### src/rtl/program_loader_pkg.sv
// Shared definitions for the program loader: default geometry, the
// terminating instruction word and the loader FSM state encoding.
package program_loader_pkg;

  localparam int unsigned LEN_DEF            = 32;
  localparam int unsigned RAM_DEPTH_DEF      = 2048;
  localparam logic [31:0] HALT_INSTR_DEF     = 32'hFFFF_FFFF;

  typedef enum logic [2:0] {
    ST_IDLE  = 3'd0,
    ST_RECV  = 3'd1,
    ST_WRITE = 3'd2,
    ST_DONE  = 3'd3,
    ST_ERR   = 3'd4
  } state_e;

endpackage

### src/rtl/program_loader_word_assembler.sv
// Packs received bytes big-endian into a 32-bit word. The completed word and
// its valid strobe are presented in the same cycle as the fourth byte so the
// loader can enter its write state on the following edge.
module word_assembler (
  input  logic        clk,
  input  logic        rst_n,
  input  logic        clear,
  input  logic        byte_valid,
  input  logic [7:0]  byte_data,
  output logic [31:0] word,
  output logic        word_valid
);

  logic [31:0] word_q, word_d;
  logic [1:0]  cnt_q, cnt_d;

  // Shift in accepted bytes and count them; a load start clears both.
  always_comb begin
    word_d = word_q;
    cnt_d  = cnt_q;
    if (clear) begin
      word_d = '0;
      cnt_d  = '0;
    end else if (byte_valid) begin
      word_d = {word_q[23:0], byte_data};
      cnt_d  = cnt_q + 2'd1;
    end
  end

  // Shift register and byte counter.
  always_ff @(posedge clk or negedge rst_n) begin
    if (!rst_n) begin
      word_q <= '0;
      cnt_q  <= '0;
    end else begin
      word_q <= word_d;
      cnt_q  <= cnt_d;
    end
  end

  assign word       = {word_q[23:0], byte_data};
  assign word_valid = byte_valid & ~clear & (cnt_q == 2'd3);

endmodule

### src/rtl/program_loader.sv
// Loads a program received as a byte stream into instruction memory, one
// 32-bit word per write, until the halt word is written or memory is full.
//
//   state    | meaning
//   ---------+-------------------------------------------------------
//   ST_IDLE  | after reset, waiting for i_start
//   ST_RECV  | collecting the four bytes of the next word
//   ST_WRITE | one-cycle memory write of the assembled word
//   ST_DONE  | halt word written, load complete
//   ST_ERR   | last address written without a halt word
module program_loader
  import program_loader_pkg::*;
#(
  parameter int unsigned      LEN               = LEN_DEF,
  parameter int unsigned      RAM_DEPTH_PROGRAM = RAM_DEPTH_DEF,
  parameter logic [LEN-1:0]   HALT_INSTR        = LEN'(HALT_INSTR_DEF)
) (
  input  logic           i_clk,
  input  logic           i_rst,
  input  logic           i_start,
  input  logic [7:0]     i_rx_data,
  input  logic           i_rx_done,
  output logic           o_preload_flag,
  output logic [LEN-1:0] o_preload_address,
  output logic [LEN-1:0] o_preload_instruction,
  output logic           o_loading,
  output logic           o_load_done,
  output logic           o_overflow_err,
  output logic [LEN-1:0] o_word_count
);

  localparam logic [LEN-1:0] ADDR_LAST = LEN'(RAM_DEPTH_PROGRAM - 1);

  state_e         state_q, state_d;
  logic [LEN-1:0] addr_q, addr_d;
  logic [LEN-1:0] count_q, count_d;
  logic           flag_q, flag_d;
  logic [LEN-1:0] paddr_q, paddr_d;
  logic [LEN-1:0] pinstr_q, pinstr_d;

  logic        start_ok;
  logic        write_ends;
  logic        byte_accept;
  logic [31:0] asm_word;
  logic        asm_valid;

  // The write cycle already knows whether the load will terminate, so a byte
  // arriving then is kept only if reception continues.
  assign start_ok    = i_start & ((state_q == ST_IDLE) | (state_q == ST_DONE) |
                                  (state_q == ST_ERR));
  assign write_ends  = (pinstr_q == HALT_INSTR) | (addr_q == ADDR_LAST);
  assign byte_accept = i_rx_done & ((state_q == ST_RECV) |
                                    ((state_q == ST_WRITE) & ~write_ends));

  word_assembler u_word_assembler (
    .clk        (i_clk),
    .rst_n      (i_rst),
    .clear      (start_ok),
    .byte_valid (byte_accept),
    .byte_data  (i_rx_data),
    .word       (asm_word),
    .word_valid (asm_valid)
  );

  // Next-state, address/count bookkeeping and registered write port.
  always_comb begin
    state_d  = state_q;
    addr_d   = addr_q;
    count_d  = count_q;
    flag_d   = 1'b0;
    paddr_d  = paddr_q;
    pinstr_d = pinstr_q;
    case (state_q)
      ST_IDLE, ST_DONE, ST_ERR: begin
        if (i_start) begin
          state_d = ST_RECV;
          addr_d  = '0;
          count_d = '0;
        end
      end
      ST_RECV: begin
        if (asm_valid) begin
          state_d  = ST_WRITE;
          flag_d   = 1'b1;
          paddr_d  = addr_q;
          pinstr_d = LEN'(asm_word);
        end
      end
      ST_WRITE: begin
        count_d = count_q + LEN'(1);
        if (pinstr_q == HALT_INSTR) begin
          state_d = ST_DONE;
        end else if (addr_q == ADDR_LAST) begin
          state_d = ST_ERR;
        end else begin
          addr_d  = addr_q + LEN'(1);
          state_d = ST_RECV;
        end
      end
      default: state_d = ST_IDLE;
    endcase
  end

  // State and datapath registers.
  always_ff @(posedge i_clk or negedge i_rst) begin
    if (!i_rst) begin
      state_q  <= ST_IDLE;
      addr_q   <= '0;
      count_q  <= '0;
      flag_q   <= 1'b0;
      paddr_q  <= '0;
      pinstr_q <= '0;
    end else begin
      state_q  <= state_d;
      addr_q   <= addr_d;
      count_q  <= count_d;
      flag_q   <= flag_d;
      paddr_q  <= paddr_d;
      pinstr_q <= pinstr_d;
    end
  end

  assign o_preload_flag        = flag_q;
  assign o_preload_address     = paddr_q;
  assign o_preload_instruction = pinstr_q;
  assign o_loading             = (state_q == ST_RECV) | (state_q == ST_WRITE);
  assign o_load_done           = (state_q == ST_DONE);
  assign o_overflow_err        = (state_q == ST_ERR);
  assign o_word_count          = count_q;

endmodule
### config.mk
export PLATFORM = sky130hd
export DESIGN_NAME = program_loader
export DESIGN_NICKNAME = d
export VERILOG_FILES = /design/src/rtl/program_loader_pkg.sv /design/src/rtl/program_loader_word_assembler.sv /design/src/rtl/program_loader.sv
export SDC_FILE = /design/constraint.sdc
export NUM_CORES = 1
export LEC_CHECK = 0
export BUFFER_PORTS_ARGS = -buffer_cell sky130_fd_sc_hd__buf_2
export CAP_MARGIN = 40
export CORE_ASPECT_RATIO = 1.1
export CORE_MARGIN = 1.5
export CORE_UTILIZATION = 61
export DETAILED_ROUTE_END_ITERATION = 10
export HOLD_SLACK_MARGIN = 0.03
export PLACE_DENSITY = 0.85
export SLEW_MARGIN = 30
export SYNTH_ARGS = -nofsm -noshare
export SYNTH_HDL_FRONTEND = slang
export SYNTH_SLANG_ARGS = --single-unit
### constraint.sdc
create_clock -name i_clk -period 4.6 [get_ports i_clk]
set_input_delay 0.92 -clock i_clk [delete_from_list [all_inputs] [get_ports i_clk]]
set_output_delay 0.92 -clock i_clk [all_outputs]
set_load 0.005 [all_outputs]
==> qor.csv <==
stage;metric;value;unit
outcome;status;completed;
clock_network;H-tree Lvls;4;
global_routing;global-route met3 utilization;0.0525;
logic_synthesis;Mapped Nets;640;
finish;layout cells sized above 1;0.305;
global_routing;largest net degree at the start of global routing;96;
global_routing;total gr overflow;0;
global_routing;first-pass GRT wire length;26700;um
timing;final setup fails;0;
power_and_ir_drop;Leak;4.22;nW
setup_path;WP data required;4.89;ns
die;Initial Util;0.627;
setup_path;largest fanout on the critical path;19;
detailed_routing;Via density;6.23;
setup_path;FF-to-FF Start;state_q[1];
finish;n_diodes;0;
logic_synthesis;sequential area share after synthesis;0.552;
global_routing;layer with the highest usage;met2;
setup_path;Crit Reg-Reg Endpoint;o_word_count[29];
clock_network;Clock Tree Root;clkbuf_16;
die;chip width;106;um
clock_network;Post-CTS Setup Inserts;0;
clock_network;Clock transition at path regs;0.07;ns
setup_path;Critical Path AT;3.14;ns
detailed_routing;wire per inst;18.7;um
global_routing;number of global-route vias before repair;5443;
die;Rows;41;
global_routing;initial antenna violation count;0;
placement;HPWL after detailed placement;10700;um
timing;measured slew at the worst slew-check pin;0.801;ns
logic_synthesis;flops & latches, synth;158;
placement;routability cong.;0.827;
clock_network;CTS tree;done;
clock_network;CTS resizes;0;
finish;Design Area, Final;8450;um2
timing;setup TNS;0;ns
detailed_routing;post-route ant nets;0;
detailed_routing;Vias;5560;
global_routing;Overall Global Routing Usage;0.276;
power_and_ir_drop;peak supply drop;0.257;mV
detailed_routing;TritonRoute pass-1 iters;5;
die;Top Ports;112;
logic_synthesis;Syn Inst Count;625;
setup_path;critical path class;reg -> reg;
logic_synthesis;synthesized area;7170;um2
min_path;min-delay worst type;in -> async;
run;Max Cap Violations;0;
timing;Worst Clk Skew;0.0143;ns
clock_network;Post-CTS Hold Fix Bufs;0;
logic_synthesis;Mapped Avg Cell Area;11.5;um2
power_and_ir_drop;Power Dens Cells;507;nW/um2
setup_path;worst reg2reg path depth;5;
detailed_routing;DR iter-0 viols;383;
setup_path;Reg2Reg Setup Slack;1.75;ns
logic_synthesis;Netlist cell types;47;
die;Core Area;11400;um2
clock_network;total CTS buffers;17;
die;die area;12400;um2
placement;Placed Instance Area;7840;um2
global_routing;Global Route met1 Usage;0.354;
finish;fill cell count;766;
timing;f_max;351;MHz
die;die span in y;117;um
global_routing;met2 usage;0.464;
finish;Non-Filler Instances;892;
clock_network;clk_lat worst skew;0.43;ns
logic_synthesis;EDFF count, synth;0;
timing;Max Transition Viols Final;0;
clock_network;# clock sinks;158;
setup_path;crit end category;flop;
placement;placed cell count;858;
timing;unrepaired setup endpoints after global routing;no;
detailed_routing;Post-route DRC;0;
logic_synthesis;Async SR Flop Fraction;1.00;
clock_network;clock tree buffer depth;2;
detailed_routing;total routed wirelength;16700;um
timing;Slew HR;0.464;
timing;Final Hold Fails;0;
finish;Layout Nets;744;
logic_synthesis;ys flop type;dfrtp_1;
placement;IO buf count;111;
timing;Final Critical Period;2.85;ns
timing;Tcrit/Tclk final;0.620;
setup_path;Startpoint Class;flop;
finish;Syn-to-layout area delta;17.9;%
logic_synthesis;yosys warns;0;
-- cell families (layout without fill, tap and decap cells) --
logic type	after synthesis	after routing	synth area share
xor gates and xnor gates	1	1	0.00122
and+or+nand+nor	217	217	0.161
muxes	98	98	0.147
DFF	158	158	0.552
buffers and inverters	48	165	0.0307
AOI/OAI and AO/OA	100	100	0.103
adders and majority gates	3	3	0.00524
-- layer usage --
metal / part of all wire / up-vias
met3: 0.053 / 36
li1: - / 2554
met1: 0.42 / 2761
met5: 0 / -
met2: 0.51 / 209
met4: 0.022 / 0
-- cell usage in the layout, fill, tap and decap left out, types with 2 or more instances in the layout --
| master | instances |
|---|---|
| buf_4 | 7 |
| dfrtp_1 | 158 |
| nand3_1 | 55 |
| inv_6 | 6 |
| o211ai_1 | 11 |
| buf_8 | 2 |
| o2bb2ai_1 | 25 |
| a31oi_1 | 6 |
| nand2_1 | 62 |
| clkinv_2 | 3 |
| mux2i_1 | 37 |
| and4_1 | 8 |
| and3_1 | 12 |
| nor3_1 | 4 |
| or4b_1 | 2 |
| o31ai_1 | 14 |
| mux2_2 | 61 |
| o21ai_0 | 23 |
| o311ai_0 | 2 |
| nand4_1 | 34 |
| o41ai_1 | 2 |
| nor3_2 | 2 |
| buf_2 | 112 |
| clkbuf_16 | 17 |
| nor4_1 | 7 |
| and2_1 | 6 |
| a21oi_1 | 7 |
| nor2_1 | 12 |
| clkinvlp_4 | 4 |
| or3_1 | 3 |
| inv_1 | 10 |
| nor3b_1 | 2 |
| ha_1 | 3 |
-- critical path, stage by stage, from the launching register on --
cell	delay (ns)
dfrtp_1	0.51
or3b_1	0.71
nor2_1	0.36
nand4_1	0.47
o311ai_0	0.52
o41ai_1	0.15
-- worst max-delay path by stage --
stage | start | endpoint | slack, ns | depth (start not counted)
6_report | state_q[1] | o_word_count[29] | 1.75 | 5
2_1_floorplan | i_rx_done | o_preload_address[17] | 2.36 | 4
3_3_place_gp | i_rx_done | o_preload_address[16] | 1.69 | 4
5_1_grt | state_q[1] | o_word_count[29] | 1.51 | 5
4_1_cts | state_q[1] | o_word_count[29] | 1.79 | 5
3_5_place_dp | state_q[1] | o_word_count[29] | 1.85 | 5
-- state kept, by name (all words and copies together) (netlist names) --
name	flops
o_preload_address	32
addr_q	32
o_preload_flag	1
o_preload_instruction	32
u_word_assembler.word_q	24
o_word_count	32
u_word_assembler.cnt_q	2
state_q	3
-- cell usage after synthesis, drive strengths merged (8+ instances only) --
library cell    n  area share
inv            10      0.0052
o31ai          15       0.018
nand3          56       0.039
a21oi           8      0.0056
and3           12       0.010
and4            8      0.0098
buf            18       0.015
mux2           61       0.096
o2bb2ai        25       0.031
mux2i          37       0.052
nor2           12      0.0063
nand4          34       0.030
dfrtp         158        0.55
nor4            8      0.0079
clkbuf         20       0.010
nand2          62       0.032
o211ai         11       0.012
o21ai          25       0.017
-- stage by stage --
stage	setup slack [ns]	utilization	power [mW]	hold WS (ns)
CTS	1.79	0.735	4.29	0.482
global route	1.51	0.739	4.49	0.327
detailed placement	1.85	0.685	2.94	0.463
floorplan	2.36	-	2.51	0.455
finish	1.75	0.739	4.29	0.328
global placement	1.69	0.683	2.86	0.461
-- final cells by class --
type	instances	area, um2	area share
flip-flops and latches	158	3950	0.468
multi-input cells	419	3030	0.358
repair buffers	123	682	0.0807
clock buffers	17	425	0.0503
well taps	150	188	0.0222
clock inverters	15	136	0.0161
inverters	10	37.5	0.00444
-- report_power, final --
part | total [mW] | switching (mW) | internal, mW
combinational | 0.961 | 0.487 | 0.473
sequential | 1.98 | 0.267 | 1.72
clock | 1.34 | 0.593 | 0.751
total | 4.29 | 1.35 | 2.94
Note: power is estimated with default switching activity, not from simulation.
